$ cat src/rtl/sr_cmd_driver.sv
// Drives set/reset pulses into a bank of SR flops until their readback matches the
// requested levels, retrying mismatched bits a bounded number of times.
module sr_cmd_driver #(
  parameter int WIDTH         = 8,
  parameter int PULSE_CYCLES  = 2,
  parameter int SETTLE_CYCLES = 2,
  parameter int MAX_RETRY     = 3
) (
  input  logic             clk,
  input  logic             rst_n,
  input  logic             req_valid,
  output logic             req_ready,
  input  logic [WIDTH-1:0] req_level,
  output logic [WIDTH-1:0] s,
  output logic [WIDTH-1:0] r,
  input  logic [WIDTH-1:0] q_fb,
  output logic             busy,
  output logic             done,
  output logic             err,
  output logic [WIDTH-1:0] err_mask,
  output logic [2:0]       dbg_state
);

  // Handshake: a request transfers on any posedge where req_valid and req_ready are
  // both 1; req_ready is high only in IDLE, so at most one request is in flight.

  typedef enum logic [2:0] {
    ST_IDLE   = 3'd0,
    ST_PULSE  = 3'd1,
    ST_SETTLE = 3'd2,
    ST_DONE   = 3'd3,
    ST_ERROR  = 3'd4
  } state_t;

  localparam int CNT_MAX = (PULSE_CYCLES > SETTLE_CYCLES) ? PULSE_CYCLES : SETTLE_CYCLES;
  localparam int CW      = (CNT_MAX > 1) ? $clog2(CNT_MAX + 1) : 1;
  localparam int RW      = (MAX_RETRY > 0) ? $clog2(MAX_RETRY + 1) : 1;

  state_t            state_q;
  logic [CW-1:0]     cnt_q;
  logic [RW-1:0]     retry_q;
  logic [WIDTH-1:0]  tgt_q;
  logic [WIDTH-1:0]  s_q, r_q, err_mask_q;
  logic              req_ready_q, busy_q, done_q, err_q;

  logic [WIDTH-1:0]  tgt_src_d, set_d, clr_d, mis_d;

  // In IDLE the masks come from the incoming level; afterwards from the captured target.
  always_comb begin
    tgt_src_d = (state_q == ST_IDLE) ? req_level : tgt_q;
    set_d     = tgt_src_d & ~q_fb;
    clr_d     = ~tgt_src_d & q_fb;
    mis_d     = q_fb ^ tgt_q;
  end

  always_ff @(posedge clk or negedge rst_n) begin
    if (!rst_n) begin
      state_q     <= ST_IDLE;
      cnt_q       <= '0;
      retry_q     <= '0;
      tgt_q       <= '0;
      s_q         <= '0;
      r_q         <= '0;
      err_mask_q  <= '0;
      req_ready_q <= 1'b0;
      busy_q      <= 1'b0;
      done_q      <= 1'b0;
      err_q       <= 1'b0;
    end else begin
      done_q <= 1'b0;
      err_q  <= 1'b0;
      case (state_q)
        ST_IDLE: begin
          if (req_valid && req_ready_q) begin
            tgt_q       <= req_level;
            err_mask_q  <= '0;
            retry_q     <= '0;
            cnt_q       <= '0;
            req_ready_q <= 1'b0;
            busy_q      <= 1'b1;
            if ((set_d | clr_d) == '0) begin
              state_q <= ST_DONE;
              done_q  <= 1'b1;
            end else begin
              state_q <= ST_PULSE;
              s_q     <= set_d;
              r_q     <= clr_d;
            end
          end else begin
            req_ready_q <= 1'b1;
          end
        end
        ST_PULSE: begin
          if (cnt_q == CW'(PULSE_CYCLES - 1)) begin
            s_q     <= '0;
            r_q     <= '0;
            cnt_q   <= '0;
            state_q <= ST_SETTLE;
          end else begin
            cnt_q <= cnt_q + CW'(1);
          end
        end
        ST_SETTLE: begin
          if (cnt_q == CW'(SETTLE_CYCLES - 1)) begin
            cnt_q <= '0;
            if (mis_d == '0) begin
              state_q <= ST_DONE;
              done_q  <= 1'b1;
            end else if (retry_q < RW'(MAX_RETRY)) begin
              // Only the bits still wrong are re-pulsed.
              retry_q <= retry_q + RW'(1);
              s_q     <= set_d;
              r_q     <= clr_d;
              state_q <= ST_PULSE;
            end else begin
              err_mask_q <= mis_d;
              err_q      <= 1'b1;
              state_q    <= ST_ERROR;
            end
          end else begin
            cnt_q <= cnt_q + CW'(1);
          end
        end
        ST_DONE, ST_ERROR: begin
          state_q     <= ST_IDLE;
          busy_q      <= 1'b0;
          req_ready_q <= 1'b1;
        end
        default: begin
          state_q <= ST_IDLE;
          busy_q  <= 1'b0;
          s_q     <= '0;
          r_q     <= '0;
        end
      endcase
    end
  end

  assign req_ready = req_ready_q;
  assign s         = s_q;
  assign r         = r_q;
  assign busy      = busy_q;
  assign done      = done_q;
  assign err       = err_q;
  assign err_mask  = err_mask_q;
  assign dbg_state = state_q;

endmodule

$ cat config.mk
export PLATFORM = sky130hd
export DESIGN_NAME = sr_cmd_driver
export DESIGN_NICKNAME = d
export VERILOG_FILES = /design/src/rtl/sr_cmd_driver.sv
export SDC_FILE = /design/constraint.sdc
export NUM_CORES = 1
export LEC_CHECK = 0
export ABC_AREA = 1
export CORE_MARGIN = 10
export CORE_UTILIZATION = 47
export DETAILED_ROUTE_END_ITERATION = 16
export GPL_TIMING_DRIVEN = 0
export HOLD_SLACK_MARGIN = 0.12
export PLACE_DENSITY_LB_ADDON = 0.15
export SLEW_MARGIN = 0
export SYNTH_ARGS = -nofsm -noshare
export SYNTH_HDL_FRONTEND = slang
export SYNTH_SLANG_ARGS = --single-unit
$ cat constraint.sdc
create_clock -name clk -period 2.45 [get_ports clk]
set_clock_uncertainty 0.15 [all_clocks]
set_input_delay 0.49 -clock clk [delete_from_list [all_inputs] [get_ports clk]]
set_output_delay 0.49 -clock clk [all_outputs]
set_load 0.005 [all_outputs]
==> qor.txt <==
status: finished clean
Die Ht: 94.2 microns
Initial DRT Pass Iterations: 5
latest clock arrival within the worst-skew pair: 290 ps
CTS buffer count: 5
GRT Overall Usage: 0.146
reg2reg end: s[2]$_DFFE_PN0P_
Design Area, Final: 3410 sq um
most frequent cells in the layout: nand2_1, inv_1, clkdlybuf4s50_1
met2 Usage GRT: 0.241
Slew @ Worst Pin: 533 ps
Critical Path AT: 2460 ps
share of layout cells above drive strength 1: 0.125
antenna-violating nets left: 0
# nets final: 452
initial antenna violation count: 0
Die X: 94.2 microns
count of yosys warnings during synthesis: 0
CP bufs+invs: 4
Worst Path Class, Setup: register to register
Rel. slew slack: 0.645
CP max stage cell: dfrtp_1
Critical Path Sink: s[2]$_DFFE_PN0P_
Clock transition at path regs: 80 ps
R2R depth: 17
IO Pins: 50
GR Util met1: 0.183
Syn Inst Count: 347
RSZ-0062 raised after global routing: yes
critical path depth in cells: 17
crit-path cells: inv_2 -> nand2_4 -> nor2_4 -> inv_4 -> buf_6 -> nand2_1 -> o21ai_2 -> ha_1 -> nand2_1 -> nor2_1 -> nand3_2 -> nand2_4 -> nor2_8 -> nand3_4 -> buf_6 -> nand2_1 -> nand2_1
largest net degree at the start of global routing: 24
CTS Buffer Depth: 2
critical path endpoint category: register
Startpoint Class: register
Yosys reg bits: 43
CP max FO: 10
largest stage delay on the critical path: 420 ps
Remaining Overflow, GRT: 0
Die ar.: 8880 sq um
DRT iter0 DRCs: 140
Hold Path Class: register to register
vias per cell: 4.85
final hold viol count: 0
Syn Std Cell Area: 2590 sq um
initial core utilization: 0.494
synth unique cells: 27
first-pass GRT wire length: 10.6 mm
Critical Path Most Common Cell: nand2_1
Power Dens Cells: 1080 nW/um^2
CORE AREA: 5240 sq um
flop2flop setup slack: 30 ps
leading cell type in the layout, fill and taps excluded: nand2_1
area grow syn2layout: 31.8%
final worst setup slack: 25.4 ps
GRT busiest layer: met2
Tmin final: 2420 ps
antenna cells: 0
final slew viol count: 0
Crit. Startpoint: dbg_state[2]$_DFFE_PN0P_
leak pwr: 1.80 nW
Final Setup Violations: 0
Clock Sinks: 43
Post-synth top flop: dfrtp_1
CTS tree: built
drt wl/cell: 13.1 microns
CTS H-Tree Depth: 2
Vias: 2,356
clock root buffer: clkbuf_8
Post-Syn Area per Cell: 7.46 sq um
Seq/Total Area, Yosys: 0.416
Detail Placement HPWL: 5.02 mm
vias in the first global route: 2,306
Post-Route WL: 6.39 mm
number of flops mapped to enable cells by yosys: 0
ys async rst share: 1.00
DR DRC count: 0
fmax: 0.412 GHz
Req. time, crit path: 2480 ps
port bufs: 49
final period utilization: 0.990
fill count: 461
Worst R2R Start: dbg_state[2]$_DFFE_PN0P_
grt met3 use: 0.0368
cell family with most CP delay: simple AND/OR/NAND/NOR gates
maxcap violations: 0
dpl ws: -377 ps
Core Rows: 26
final core utilization: 0.651
GPL Wtd Cong: 0.848
Max IR drop VDD: 714 uV
area post-placement: 3190 sq um
Syn Nets: 383
[cell usage after synthesis (2+ instances only)]
| library cell | instances | area, sq um |
|---|---|---|
| nor2_1 | 33 | 124 |
| dfrtp_1 | 43 | 1080 |
| buf_6 | 2 | 22.5 |
| nand2_1 | 116 | 435 |
| buf_4 | 2 | 15.0 |
| nand3_2 | 4 | 40.0 |
| nand4_1 | 26 | 163 |
| inv_2 | 5 | 18.8 |
| o21ai_0 | 16 | 80.1 |
| xnor2_1 | 2 | 17.5 |
| nand3_1 | 7 | 35.0 |
| ha_1 | 17 | 213 |
| inv_1 | 53 | 199 |
| buf_2 | 5 | 25.0 |
| nor3_1 | 2 | 10.0 |
| clkbuf_1 | 3 | 11.3 |
[layer usage]
| layer | vias up | part of all wire | routed length (microns) |
|---|---|---|---|
| met5 | - | 0 | 0 |
| met2 | 74 | 0.47 | 3000 |
| met3 | 7 | 0.070 | 449 |
| met1 | 1062 | 0.45 | 2880 |
| met4 | 0 | 0.0097 | 62 |
| li1 | 1213 | - | - |
[repair_timing]
action / 4_1_cts / 5_1_grt
pin swaps: 6 / 3
gates resized for setup: 19 / 1
endpoints found under the setup margin: 16 / 16
hold buffers: 1 / 0
setup buffers: 9 / 2
endpoints found under the hold margin: 22 / 0
[worst reg2reg max path: cells and delay by family (launching register included)]
family | cells | cell delay (ps)
DFF | 1 | 420
AOI/OAI and AO/OA | 1 | 70
buffers and inverters | 4 | 480
adders and majority gates | 1 | 280
and+or+nand+nor | 11 | 930
[state kept, by name, indices dropped and copies added, names as in the netlist]
signal and flops:
done 1, err_mask 8, busy 1, dbg_state 3, req_ready 1, err 1
retry_q 2, s 8, r 8, tgt_q 8, cnt_q 2
[metrics by stage]
stage / setup TNS (ps) / cells / total power [W] / hold slack (ps)
after global placement: -21640 / 466 / 0.00292 / 304
after global routing: -1100 / 486 / 0.00401 / 341
final: 0 / 486 / 0.00367 / 323
after detailed placement: -4830 / 467 / 0.00298 / 311
after CTS: 0 / 484 / 0.00365 / 330
after floorplan: 0 / 347 / 0.00231 / 44.4
[power breakdown]
| group | internal [W] | total, W | switching, W |
|---|---|---|---|
| logic | 0.000945 | 0.00211 | 0.00117 |
| clock network | 0.000221 | 0.000449 | 0.000228 |
| registers | 0.000934 | 0.00111 | 0.000173 |
[worst min-delay path by stage]
| stage | start | to | slack, ps | depth (start not counted) |
|---|---|---|---|---|
| floorplan | rst_n | busy$_DFFE_PN0P_ | 40 | 0 |
| global placement | s[3]$_DFFE_PN0P_ | s[3]$_DFFE_PN0P_ | 300 | 2 |
| detailed placement | s[7]$_DFFE_PN0P_ | s[7]$_DFFE_PN0P_ | 310 | 2 |
| CTS | s[7]$_DFFE_PN0P_ | s[7]$_DFFE_PN0P_ | 330 | 2 |
| global route | r[5]$_DFFE_PN0P_ | r[5]$_DFFE_PN0P_ | 340 | 2 |
| finish | s[7]$_DFFE_PN0P_ | s[7]$_DFFE_PN0P_ | 320 | 2 |
[cell type report]
| cell class | count | area [sq um] | area share |
|---|---|---|---|
| Clock inverter | 1 | 5.00 | 0.00147 |
| Clock buffer | 6 | 82.6 | 0.0242 |
| Timing Repair Buffer | 62 | 606 | 0.177 |
| Buffer | 12 | 80.1 | 0.0235 |
| Multi-Input combinational cell | 234 | 1250 | 0.368 |
| Sequential cell | 43 | 1080 | 0.315 |
| Tap cell | 70 | 87.6 | 0.0257 |
| Inverter | 58 | 220 | 0.0645 |
[cells by family after synthesis]
family / after synthesis / synth area share
simple gates: 195 / 0.343
buf+inv: 70 / 0.113
flops: 43 / 0.416
fa+ha+maj: 17 / 0.0822
xor+xnor: 2 / 0.00677
compound gates: 20 / 0.0401
(Power assumes the default switching activity.)
==> edit: new RTL, config.mk and constraints unchanged <==
Reset style: synchronous (`rst_n`), changed in one clocked block.
--- a/src/rtl/sr_cmd_driver.sv
+++ b/src/rtl/sr_cmd_driver.sv
@@ -53,7 +53,7 @@
     mis_d     = q_fb ^ tgt_q;
   end
 
-  always_ff @(posedge clk or negedge rst_n) begin
+  always_ff @(posedge clk) begin
     if (!rst_n) begin
       state_q     <= ST_IDLE;
       cnt_q       <= '0;
Behaviour: differs if rst_n is asserted again (counterexample within 4 cycles, from zero or initial values and one cycle with rst_n low); with rst_n held inactive, the same outputs for 10 cycles.
==> edit against the original RTL <==
Sequential power down 9.9%. Cell count up 18%. Total power up 3.3%. Combinational power up 9%. Die area up 4.1%. Worst setup slack worse by 0.016 ns. Routed wire length up 12%. Final area up 8.5%. Sequential cell count unchanged. Area after synthesis up 5.2%.
==> edit: results (changes against the original RTL) <==
Power
  – Static Leak: 1.81 nW (+0.38%)
  – Max IR drop VDD: 0.556 mV (-22%)

Detailed routing
  – DR iter-0 viols: 134 (-4.3%)
  – First-pass DRT Iterations: 4 (-1)
  – WL/cell: 12.5 um (-4.9%)
  – Via count: 2677 (+14%)
  – WL final: 7170 um (+12%)
  – Wire length on met2: 3240 um (+8.0%)
  – Met1 wire length: 3240 um (+13%)

Place
  – GP Congestion: 0.865 (+2.0%)
  – Dpl ws: -0.373 ns (+0.00403 ns)
  – Quantity of I/O buffers inserted on ports: 48 (-2.0%)
  – Cells after DPL: 548 (+17%)

Setup path
  – Crit-path max cell delay: 0.36 ns (-0.06 ns)
  – Crit-path slowest cell: dfxtp_4
  – Worst EP arrival: 2.52 ns (+0.06 ns)
  – CP Max Fanout: 5 (-5)

Final layout
  – Layout cells sized above 1: 18.5% (+6.0 points)
  – Multi-input gates: 270 (+15%)
  – Layout clock area frac: 2.70% (+0.14 points)
  – Clock buffers: 8 (+2)
  – Area of the multi-input gates: 1480 um2 (+18%)
  – Nets@finish: 537 (+19%)
  – Final non-clock buffer share: 21.2% (+1.1 points)
  – Seq. cell area: 870 um2 (-19%)
  – Bufs w/o clock: 81 (+9.5%)
  – Fillers: 479 (+3.9%)

GRT
  – Met3 Resource Use GR: 4.12% (+0.45 points)
  – Global-route usage over all layers: 14.7% (+0.11 points)
  – First-pass GRT wire length: 11000 um (+3.7%)
  – Grt met1 use: 19.1% (+0.73 points)
  – Vias in the first global route: 2448 (+6.2%)
  – Met2 GRT Util: 22.7% (-1.4 points)

Synth
  – Sequential share of the synthesized area: 31.6% (-9.9 points)
  – Synth area leaders: dfxtp_1 32%, nand2_1 15%, inv_1 13%, ha_1 7.8%, nor2_1 6.5%
  – Ys flop type: dfxtp_1
  – Avg Cell Area, Syn: 6.36 um2 (-15%)
  – Synth async-reset ratio: 0% (-100 points)
  – Synth cell types: 24 (-11%)
  – Commonest cells post-synth: 111 x nand2_1, 91 x inv_1, 47 x nor2_1, 43 x dfxtp_1, 22 x nand4_1
  – Syn Nets: 464 (+21%)

Clocking
  – Clock buffer depth: 2 (unchanged)

STA
  – Max_slew headroom: 63.2% (-1.2 points)

Run status
  – Status: completed
edit: power breakdown:
group	leakage, nW	internal [mW]	total [mW]	switching (mW)
clock	0.0515	0.258	0.500	0.242
sequential	0.354	0.882	1.00	0.119
combinational	1.40	1.11	2.29	1.18
total	1.81	2.25	3.79	1.54
edit: per-stage QoR:
step | total power [mW] | util, % | hold WS (ns) | area, um2
global placement | 2.73 | 59.2 | 0.312 | 3300
finish | 3.79 | 66.4 | 0.332 | 3700
floorplan | 2.21 | - | 0.302 | 2730
CTS | 3.46 | 62.6 | 0.333 | 3490
global route | 4.11 | 66.4 | 0.352 | 3700
detailed placement | 2.76 | 59.2 | 0.321 | 3300
edit: worst paths after layout:
check | cells after the start | slack (ns) | end | start
worst min-delay path | 2 | 0.33 | cnt_q[0] | cnt_q[0]
worst max register to register | 16 | 0.009 | r[7] | dbg_state[2]
worst min register to register | 2 | 0.33 | cnt_q[0] | cnt_q[0]
worst max-delay path | 16 | 0.009 | r[7] | dbg_state[2]
edit: cell families after synthesis:
kind of cell             after synthesis  synth area share, %
AND/OR/NAND/NOR                      218                 36.6
AO/OA/AOI/OAI                         35                 6.66
buffers and inverters                115                 17.3
adder cells (fa/ha/maj)               17                 7.81
flip-flops                            43                 31.6
edit: worst register-to-register path, stage by stage (launching register included):
cell and delay [ns]:
dfxtp_4 0.36, nor2_4 0.13, nand2_4 0.07, buf_8 0.13, buf_8 0.12, nand2_1 0.08
o21ai_2 0.08, ha_1 0.30, nand2_1 0.05, nor2_1 0.10, nand2_1 0.10, nor2_4 0.19
nor2_8 0.05, nand3_4 0.14, buf_4 0.18, nor2_1 0.04, nor2_1 0.10
edit: what timing repair did:
item,CTS,global route
resized for setup,14,32
pin swaps,5,17
setup buffers,6,8
endpoints found under the hold margin,0,0
endpoints found under the setup margin,17,18
gates cloned,2,2
